<file path="config.mk">
export PLATFORM = sky130hd
export DESIGN_NAME = batcharger_ctrl_p
export DESIGN_NICKNAME = d
export VERILOG_FILES = /design/src/rtl/batcharger_ctrl_p.sv
export SDC_FILE = /design/constraint.sdc
export NUM_CORES = 1
export LEC_CHECK = 0
export BUFFER_PORTS_ARGS = -buffer_cell sky130_fd_sc_hd__buf_2
export CAP_MARGIN = 10
export CORE_AREA = 2 2 90 92
export CTS_BUF_LIST = sky130_fd_sc_hd__clkbuf_16
export DETAILED_ROUTE_END_ITERATION = 7
export DIE_AREA = 0 0 92 94
export PLACE_DENSITY = 0.67
export RECOVER_POWER = 100
export SETUP_SLACK_MARGIN = 0.3
export SLEW_MARGIN = 0
export SYNTH_ARGS = -nofsm -noshare
export SYNTH_HDL_FRONTEND = slang
export SYNTH_SLANG_ARGS = --single-unit
</file>
<file path="constraint.sdc">
create_clock -name clk_i -period 11 [get_ports clk_i]
set_input_delay 1.65 -clock clk_i [delete_from_list [all_inputs] [get_ports clk_i]]
set_output_delay 1.65 -clock clk_i [all_outputs]
set_load 0.01 [all_outputs]
</file>
<file path="src/rtl/batcharger_ctrl_p.sv">
`default_nettype none
// ============================================================================
//  Module   : batcharger_ctrl_p
//  Purpose  : Second-generation battery charger sequencer. Walks the battery
//             through trickle (TC), constant-current (CC) and constant-voltage
//             (CV) charging from ADC samples. It also provides a prescaled
//             charge timer, a temperature pause/resume, over-voltage fault
//             latching and recharge hysteresis. All outputs are registered
//             Moore decodes of the state register.
//  Ports    : clk_i        - state machine clock
//             rstz_i       - asynchronous active-high reset
//             en_i         - module enable
//             vtok_i       - ADC samples valid this cycle
//             vbat_i/ibat_i/tbat_i          - voltage/current/temp samples
//             vcutoff_i/vpreset_i           - TC->CC and CC->CV voltage levels
//             tempmin_i/tempmax_i           - valid temperature window (exclusive)
//             iend_i       - end-of-charge current level
//             tmax_i       - charge time limit in timer ticks (0 = disabled)
//             tc_o/cc_o/cv_o                - analog mode selects
//             imonen_o/vmonen_o/tmonen_o    - monitor enables
//             done_o/timeout_o/fault_o      - status
//             state_o      - current state code
//  Revision : 1.0 - initial release
// ============================================================================
module batcharger_ctrl_p #(
  parameter int unsigned  W        = 8,
  parameter int unsigned  DIV_BITS = 8,
  parameter int unsigned  TMR_W    = 8,
  parameter logic [W-1:0] VMAX     = 8'hD6,
  parameter logic [W-1:0] VHYST    = 8'd5
) (
  input  logic             clk_i,
  input  logic             rstz_i,
  input  logic             en_i,
  input  logic             vtok_i,
  input  logic [W-1:0]     vbat_i,
  input  logic [W-1:0]     ibat_i,
  input  logic [W-1:0]     tbat_i,
  input  logic [W-1:0]     vcutoff_i,
  input  logic [W-1:0]     vpreset_i,
  input  logic [W-1:0]     tempmin_i,
  input  logic [W-1:0]     tempmax_i,
  input  logic [W-1:0]     iend_i,
  input  logic [TMR_W-1:0] tmax_i,
  output logic             tc_o,
  output logic             cc_o,
  output logic             cv_o,
  output logic             imonen_o,
  output logic             vmonen_o,
  output logic             tmonen_o,
  output logic             done_o,
  output logic             timeout_o,
  output logic             fault_o,
  output logic [2:0]       state_o
);

  typedef enum logic [2:0] {
    S_IDLE  = 3'd0,
    S_WAIT  = 3'd1,
    S_TC    = 3'd2,
    S_CC    = 3'd3,
    S_CV    = 3'd4,
    S_PAUSE = 3'd5,
    S_DONE  = 3'd6,
    S_FAULT = 3'd7
  } state_e;

  // --------------------------------------------------------------------------
  // State and datapath registers
  // --------------------------------------------------------------------------
  state_e              state_q, state_d;
  state_e              resume_q, resume_d;
  logic [DIV_BITS-1:0] presc_q, presc_d;
  logic [TMR_W-1:0]    timer_q, timer_d;
  logic                timeout_q, timeout_d;
  logic [8:0]          outs_q, outs_d;

  // --------------------------------------------------------------------------
  // Combinational helpers
  // --------------------------------------------------------------------------
  logic             charging;
  logic             tick;
  logic             temp_ok;
  logic             over_v;
  logic             tmr_expired;
  logic             to_entry;
  logic [TMR_W-1:0] timer_inc;
  logic [W-1:0]     recharge_lvl;

  assign charging = (state_q == S_TC) || (state_q == S_CC) || (state_q == S_CV);

  // A timer tick is the prescaler wrapping from all-ones back to zero.
  assign tick = charging && (&presc_q);

  assign temp_ok = (tbat_i > tempmin_i) && (tbat_i < tempmax_i);
  assign over_v  = vbat_i > VMAX;

  // Recharge level vpreset - VHYST, clamped at zero instead of wrapping.
  assign recharge_lvl = (vpreset_i > VHYST) ? (vpreset_i - VHYST) : '0;

  // Timer value after this edge; saturates at all-ones.
  assign timer_inc = (tick && !(&timer_q)) ? (timer_q + TMR_W'(1)) : timer_q;

  // The limit is checked against the post-tick value so that the tick that
  // reaches tmax moves the FSM to DONE on that same edge.
  assign tmr_expired = charging && (tmax_i != '0) && (timer_inc >= tmax_i);

  // --------------------------------------------------------------------------
  // Next-state logic
  // --------------------------------------------------------------------------
  always_comb begin
    state_d  = state_q;
    resume_d = resume_q;
    to_entry = 1'b0;

    if (!en_i) begin
      state_d = S_IDLE;
    end else if (vtok_i && over_v &&
                 (charging || (state_q == S_PAUSE))) begin
      state_d = S_FAULT;
    end else if (tmr_expired) begin
      state_d  = S_DONE;
      to_entry = 1'b1;
    end else begin
      case (state_q)
        S_IDLE: begin
          state_d = S_WAIT;
        end
        S_WAIT: begin
          if (vtok_i && temp_ok) state_d = S_TC;
        end
        S_TC, S_CC, S_CV: begin
          if (vtok_i) begin
            if (!temp_ok) begin
              // Remember where to resume once the temperature recovers.
              state_d  = S_PAUSE;
              resume_d = state_q;
            end else begin
              case (state_q)
                S_TC:    if (vbat_i >  vcutoff_i) state_d = S_CC;
                S_CC:    if (vbat_i >= vpreset_i) state_d = S_CV;
                default: if (ibat_i <  iend_i)    state_d = S_DONE;
              endcase
            end
          end
        end
        S_PAUSE: begin
          if (vtok_i && temp_ok) state_d = resume_q;
        end
        S_DONE: begin
          if (vtok_i) begin
            if (vbat_i < vcutoff_i)         state_d = S_TC;
            else if (vbat_i < recharge_lvl) state_d = S_CC;
          end
        end
        S_FAULT: begin
          state_d = S_FAULT;
        end
        default: begin
          state_d = S_IDLE;
        end
      endcase
    end
  end

  // --------------------------------------------------------------------------
  // Prescaler / timer / timeout flag next values
  // --------------------------------------------------------------------------
  always_comb begin
    presc_d = '0;
    if (charging) begin
      presc_d = presc_q + DIV_BITS'(1);
    end else if (state_q == S_PAUSE) begin
      presc_d = presc_q;
    end
  end

  always_comb begin
    // Clearing whenever the next state is IDLE/WAIT/DONE covers the entry
    // edge; in those states the timer would stay at zero anyway. PAUSE and
    // FAULT see no ticks, so timer_inc equals timer_q there.
    timer_d = timer_inc;
    if ((state_d == S_IDLE) || (state_d == S_WAIT) || (state_d == S_DONE)) begin
      timer_d = '0;
    end
  end

  assign timeout_d = (state_d == S_DONE) &&
                     (to_entry || ((state_q == S_DONE) && timeout_q));

  // --------------------------------------------------------------------------
  // Moore output decode of the next state, registered alongside state_q
  // Bit order: {tc, cc, cv, imonen, vmonen, tmonen, done, timeout, fault}
  // --------------------------------------------------------------------------
  always_comb begin
    outs_d = '0;
    case (state_d)
      S_WAIT:  outs_d = 9'b000_001_000;
      S_TC:    outs_d = 9'b100_011_000;
      S_CC:    outs_d = 9'b010_011_000;
      S_CV:    outs_d = 9'b001_111_000;
      S_PAUSE: outs_d = 9'b000_011_000;
      S_DONE:  outs_d = {7'b000_011_1, timeout_d, 1'b0};
      S_FAULT: outs_d = 9'b000_000_001;
      default: outs_d = '0;
    endcase
  end

  // --------------------------------------------------------------------------
  // Registers
  // --------------------------------------------------------------------------
  always_ff @(posedge clk_i or posedge rstz_i) begin
    if (rstz_i) begin
      state_q   <= S_IDLE;
      resume_q  <= S_IDLE;
      presc_q   <= '0;
      timer_q   <= '0;
      timeout_q <= 1'b0;
      outs_q    <= '0;
    end else begin
      state_q   <= state_d;
      resume_q  <= resume_d;
      presc_q   <= presc_d;
      timer_q   <= timer_d;
      timeout_q <= timeout_d;
      outs_q    <= outs_d;
    end
  end

  assign {tc_o, cc_o, cv_o, imonen_o, vmonen_o, tmonen_o,
          done_o, timeout_o, fault_o} = outs_q;
  assign state_o = state_q;

endmodule
`default_nettype wire

</file>
==> impl_metrics.json, run 1 <==
{
  "status": "finished, violations left",
  "violations": "max-capacitance violations, max-slew violations",
  "ys_seq_area_share_pct": 23.2,
  "synth_nets": 524,
  "via_count": 3099,
  "rows": 32,
  "synthFlopType": "dfrtp_1",
  "wl_met3_um": 391,
  "worst_pin_slew_ns": 1.67,
  "route.detailed.drc": 0,
  "top_layer_used": "met4",
  "r2r-end": "timer_q[7]$_DFF_PP0_",
  "crit_arrival_ns": 6.05,
  "dpl_cell_area_um2": 3850,
  "cts_inserted_buffers": 5,
  "synth_cells": 391,
  "min_period_ns": 6.00,
  "r2r_cells": 14,
  "cts_resized": 0,
  "ioPinCount": 88,
  "avgViaCountPerCell": 5.33,
  "cts-root-buf": "clkbuf_16",
  "synth_edf_count": 0,
  "period_share_pct": 54.5,
  "firstDrtPassIters": 5,
  "min_path_cells": 1,
  "maxSlewViolCount": 44,
  "ant_nets": 0,
  "synth-seq-cells": 31,
  "h-tree-depth": 2,
  "cp_max_fo": 11,
  "wl_um": 7770,
  "worst_setup_path_start_kind": "flip-flop",
  "skew_ns": 0.00456,
  "critical_path_class": "reg2reg",
  "fillers": 768,
  "clk_latency_ns": 0.27,
  "synth_warnings": 0,
  "ys_async_sr_fraction_pct": 100,
  "core_um2": 7610,
  "wl_met1_um": 3740,
  "grt_pass1_wl_um": 13400,
  "gp_congestion": 0.917,
  "powerDensity_nw_per_um2": 91.3,
  "cp-end-kind": "flip-flop",
  "die_y_um": 94,
  "r2r_slack_ns": 5.00,
  "postCtsHoldBufs": 0,
  "max_freq_mhz": 167,
  "port_buffers": 87,
  "met2_length_um": 3580,
  "postLayoutCellArea_um2": 3930,
  "cts.sinks": 31,
  "hold_viol": 0,
  "cts_tree": "built",
  "startpoint": "state_o[1]$_DFF_PP0_",
  "drive_gt1_share_pct": 20.7,
  "clk_path_buf_depth": 2,
  "synth.avg_cell_area_um2": 8.57,
  "rsz0062_at_grt": "false",
  "drt-wirelength-per-cell_um": 13.4,
  "hold_class": "reg2reg",
  "antenna_found_initial": 0,
  "max_cap_violations": 2,
  "die-width_um": 92,
  "finalSetupViolCount": 0,
  "holdPathEnd": "resume_q[2]$_DFFE_PP0P_",
  "vdd_drop_max_v": 0.0000477,
  "setup_tns_ns": 0,
  "grt.total_usage_pct": 18.8,
  "slew_headroom_pct": -11.1,
  "initialDrtViolationCount": 194,
  "hold_start": "resume_q[2]$_DFFE_PP0P_",
  "grt_max_degree": 32,
  "syn_area_um2": 3350,
  "area_delta_synth_final_pct": 17.3,
  "hpwl_um": 6440,
  "dieArea_um2": 8650,
  "clk_pin_slew_ns": 0.05,
  "ys_types": 59,
  "grt_pass1_vias": 3014,
  "leakagePower_nw": 2.07,
  "r2r-start": "state_o[1]$_DFF_PP0_",
  "grt_overflow_total": 0,
  "start_util_pct": 44.0,
  "cts_setup_buffers": 0,
  "nets": 611,
  "crit_required_ns": 11.06,
  "diodes": 0
}
==> routing by layer <==
layer / vias up / track usage (%)
met3: 5 / 2.73
met2: 91 / 33.1
li1: 1599 / -
met1: 1404 / 24.8
met4: 0 / 3.73
met5: - / 0
==> worst max-delay path by stage <==
stage | to | slack [ns] | cells past startpoint
after global routing | timer_q[7]$_DFF_PP0_ | 4.40 | 14
after detailed placement | outs_q[4]$_DFF_PP0_ | 6.13 | 12
after floorplan | timer_q[1]$_DFF_PP0_ | 6.58 | 11
final | timer_q[7]$_DFF_PP0_ | 5.00 | 14
after global placement | outs_q[4]$_DFF_PP0_ | 6.19 | 12
after CTS | outs_q[6]$_DFF_PP0_ | 6.35 | 15
==> through the flow <==
| stage | instances | hold slack, ns | power, mW | util (%) | setup slack, ns |
|---|---|---|---|---|---|
| finish | 581 | 0.503 | 0.358 | 51.6 | 5.00 |
| global route | 581 | 0.524 | 0.381 | 51.6 | 4.40 |
| CTS | 581 | 0.500 | 0.364 | 52.5 | 6.35 |
| detailed placement | 573 | 0.489 | 0.233 | 50.6 | 6.13 |
| global placement | 573 | 0.486 | 0.230 | 50.6 | 6.19 |
| floorplan | 391 | 0.467 | 0.198 | - | 6.58 |
==> report_power, final <==
part	leakage, nW	internal, mW	total, mW	switching [mW]
sequential	0.422	0.123	0.131	0.00765
clock	0.0649	0.0820	0.130	0.0480
combinational	1.58	0.0432	0.0978	0.0546
==> registers in the layout (all words and copies together) (netlist names) <==
register / count
outs_q: 8
presc_q: 8
resume_q: 3
state_o: 3
timeout_q: 1
timer_q: 8
==> logic make-up (layout without fill, tap and decap cells) <==
group                      count (synthesis)  in the layout  synth area share [%]
adders and majority gates                 57             57                  21.3
xor gates and xnor gates                  13             13                  3.40
muxes                                      5              5                  1.57
and+or+nand+nor                          111            111                  17.9
buffers and inverters                     68            156                  8.82
AOI/OAI and AO/OA                        106            106                  23.8
DFF                                       31             31                  23.2
==> worst max-delay path, cell delays in order (launching register included) <==
cell and delay (ns):
dfrtp_1 0.52, nand2b_1 0.26, o21ai_0 0.82, nand4_2 0.27
a311oi_1 0.60, nand2_1 0.14, xor2_1 0.27, inv_1 0.08
ha_1 0.32, a211oi_1 0.25, nand3_1 0.10, a31oi_1 0.27
o21ai_0 0.32, o21ai_0 1.24, a221oi_1 0.29
==> layout by cell type (no fill, tap or decap), drive strengths merged, types with 3 or more instances in the layout <==
cell	instances
nor4	4
nor2b	5
nor3b	5
ha	57
buf	75
nor3	7
and2	3
o21ai	26
a221oi	9
dfrtp	31
a211oi	9
a21oi	21
nand3	8
and3	6
nand4	10
nor2	27
clkbuf	18
nand2b	5
xor2	4
o211ai	7
mux2i	3
inv	60
a31oi	6
xnor2	9
nand2	26
a211o	3
==> Yosys cell counts (all sizes together) (2+ instances only) <==
master / n / area (um2)
inv: 60 / 225
ha: 57 / 713
dfrtp: 31 / 776
nor2: 27 / 101
nand2: 26 / 97.6
o21ai: 26 / 149
a21oi: 21 / 105
nand4: 10 / 68.8
a211oi: 9 / 67.6
a221oi: 9 / 135
xnor2: 9 / 78.8
buf: 8 / 70.1
nand3: 8 / 40.0
nor3: 7 / 35.0
o211ai: 7 / 52.6
a31oi: 6 / 37.5
and3: 6 / 37.5
nand2b: 5 / 41.3
nor2b: 5 / 31.3
nor3b: 5 / 47.5
nor4: 4 / 40.0
xor2: 4 / 35.0
a211o: 3 / 26.3
and2: 3 / 18.8
mux2i: 3 / 30.0
a21o: 2 / 15.0
a22oi: 2 / 15.0
a311o: 2 / 21.3
a311oi: 2 / 17.5
a41o: 2 / 20.0
and4: 2 / 17.5
mux2: 2 / 22.5
o221ai: 2 / 23.8
o32ai: 2 / 17.5
==> area by class of cell <==
type / instances / area, um2 / share of cell area (%)
Inverter: 60 / 225 / 5.73
Clock buffer: 5 / 125 / 3.19
Sequential cell: 31 / 776 / 19.8
Multi-Input combinational cell: 292 / 2230 / 56.9
Tap cell: 102 / 128 / 3.25
Timing Repair Buffer: 88 / 424 / 10.8
Clock inverter: 3 / 15.0 / 0.382
Note: power is estimated with default switching activity, not from simulation.
==> run 2: changes to the inputs <==
==> constraint.sdc (replaced) <==
create_clock -name clk_i -period 5.8 [get_ports clk_i]
set_input_delay 0.87 -clock clk_i [delete_from_list [all_inputs] [get_ports clk_i]]
set_output_delay 0.87 -clock clk_i [all_outputs]
set_load 0.01 [all_outputs]
==> run 2 against run 1 <==
Compared with the run above:
- the run still ends with max-capacitance violations, max-slew violations left
- first-iteration DRC count down 28%
- non-clock buffer count unchanged
- hold slack better by 0.0029 ns
- critical path depth unchanged
- final area down 0.54%
- die area unchanged
- register-to-register slack worse by 3.8 ns
- fmax up 30%
- routed wire length up 3.9%
- global-route usage up 0.76 points
- critical endpoint is now timer_q[6]$_DFF_PP0_
- largest cell class unchanged
==> impl_metrics.json, run 2 (synthesis gave the netlist of run 1 again) <==
{
  "vdd_drop_max_v": 0.000107,
  "grt_max_degree": 32,
  "r2r_slack_ns": 1.19,
  "clk_pin_slew_ns": 0.05,
  "firstDrtPassIters": 4,
  "cts_resized": 0,
  "setup_tns_ns": 0,
  "nets": 611,
  "cts_setup_buffers": 0,
  "grt_pass1_wl_um": 14000,
  "skew_ns": 0.00243,
  "start_util_pct": 44.0,
  "final_cell_mix": "buf_2 (75), inv_1 (62), ha_1 (57)",
  "cts_tree": "built",
  "finalSetupViolCount": 0,
  "area_delta_synth_final_pct": 16.6,
  "wl_met3_um": 421,
  "rows": 32,
  "top_regs": "outs_q x8, presc_q x8, timer_q x8",
  "die-width_um": 92,
  "layout.cells.most_common": "buf_2",
  "drive_gt1_share_pct": 19.8,
  "wl_um": 8080,
  "powerDensity_nw_per_um2": 174,
  "dieArea_um2": 8650,
  "r2r-end": "timer_q[6]$_DFF_PP0_",
  "gp_congestion": 0.855,
  "power_mw": 0.680,
  "max_cap_violations": 1,
  "avgViaCountPerCell": 5.39,
  "cp-end-kind": "flip-flop",
  "worst_pin_slew_ns": 1.64,
  "top_layer_used": "met4",
  "die_y_um": 94,
  "final_util_pct": 51.3,
  "clk_latency_ns": 0.27,
  "initialDrtViolationCount": 139,
  "ant_nets": 0,
  "met2_length_um": 3790,
  "r2r_cells": 14,
  "fillers": 758,
  "period_share_pct": 79.5,
  "clk_path_buf_depth": 2,
  "diodes": 0,
  "worst_setup_path_start_kind": "flip-flop",
  "violations": "max-capacitance violations, max-slew violations",
  "postCtsHoldBufs": 0,
  "hold_class": "reg2reg",
  "drt-wirelength-per-cell_um": 13.9,
  "r2r-start": "state_o[1]$_DFF_PP0_",
  "crit_arrival_ns": 4.70,
  "grt.total_usage_pct": 19.6,
  "cts.sinks": 31,
  "hpwl_um": 6590,
  "cts-root-buf": "clkbuf_16",
  "cp_max_fo": 11,
  "antenna_found_initial": 0,
  "port_buffers": 87,
  "grt_overflow_total": 0,
  "slew_headroom_pct": -9.33,
  "crit_required_ns": 5.89,
  "rsz0062_at_grt": "false",
  "dpl_worst_slack_ns": 1.38,
  "core_um2": 7610,
  "status": "finished, violations left",
  "dpl_cell_area_um2": 3850,
  "crit_end": "timer_q[6]$_DFF_PP0_",
  "worst_slack_ns": 1.19,
  "wl_met1_um": 3800,
  "min_period_ns": 4.61,
  "cts_inserted_buffers": 5,
  "via_count": 3130,
  "postLayoutCellArea_um2": 3910,
  "maxSlewViolCount": 32,
  "h-tree-depth": 2,
  "ioPinCount": 88,
  "critical_path_class": "reg2reg",
  "grt_pass1_vias": 3013,
  "hold_viol": 0,
  "max_freq_mhz": 217,
  "startpoint": "state_o[1]$_DFF_PP0_",
  "leakagePower_nw": 2.08,
  "route.detailed.drc": 0
}
run 2: cell types whose count changed in the layout (fill, tap and decap cells not counted), sizes merged:
cell | before | now
inv | 60 | 62
clkinvlp | 1 | 0
clkinv | 2 | 1
run 2: where the power goes:
group	internal (mW)	leakage (nW)	switching (mW)
logic	0.0835	1.58	0.105
clock network	0.155	0.0762	0.0889
registers	0.233	0.422	0.0147
total	0.471	2.08	0.208
run 2: final cells by class:
| type | count | area [um2] | share of cell area, % |
|---|---|---|---|
| clock buffer | 5 | 125 | 3.20 |
| clock inverter | 3 | 12.5 | 0.320 |
| inverter | 60 | 225 | 5.77 |
| multi-input combinational | 292 | 2220 | 56.7 |
| sequential | 31 | 776 | 19.9 |
| tap | 102 | 128 | 3.27 |
| timing repair buffer | 88 | 424 | 10.9 |
run 2: per-layer routing:
layer  up-vias  GRT usage [%]
met5         -              0
met4         0           4.10
met3         6           2.89
met2        91           33.2
met1      1432           26.7
li1       1601              -
run 2: critical path: stages, from the launching register on:
cell	delay (ns)
dfrtp_1	0.49
nand2b_4	0.22
o21ai_4	0.24
nand4_1	0.20
a311oi_1	0.57
nand2_1	0.13
xor2_1	0.21
inv_1	0.07
ha_1	0.31
a211oi_1	0.24
nand3_1	0.10
a31oi_1	0.28
o21ai_0	0.33
o21ai_1	0.78
a221oi_1	0.24
run 2: through the flow:
| step | std cells | hold WS [ns] |
|---|---|---|
| after floorplan | 391 | 0.467 |
| after global placement | 573 | 0.492 |
| after detailed placement | 573 | 0.505 |
| after CTS | 581 | 0.511 |
| after global routing | 581 | 0.537 |
| final | 581 | 0.505 |
run 2: worst min-delay path by stage:
stage | start | to | slack (ns) | cells after the start
2_1_floorplan | presc_q[0]$_DFFE_PP0P_ | presc_q[0]$_DFFE_PP0P_ | 0.47 | 1
3_3_place_gp | resume_q[2]$_DFFE_PP0P_ | resume_q[2]$_DFFE_PP0P_ | 0.49 | 1
3_5_place_dp | presc_q[0]$_DFFE_PP0P_ | presc_q[0]$_DFFE_PP0P_ | 0.51 | 1
4_1_cts | presc_q[2]$_DFFE_PP0P_ | presc_q[2]$_DFFE_PP0P_ | 0.51 | 1
5_1_grt | presc_q[0]$_DFFE_PP0P_ | presc_q[0]$_DFFE_PP0P_ | 0.54 | 1
6_report | presc_q[0]$_DFFE_PP0P_ | presc_q[0]$_DFFE_PP0P_ | 0.51 | 1
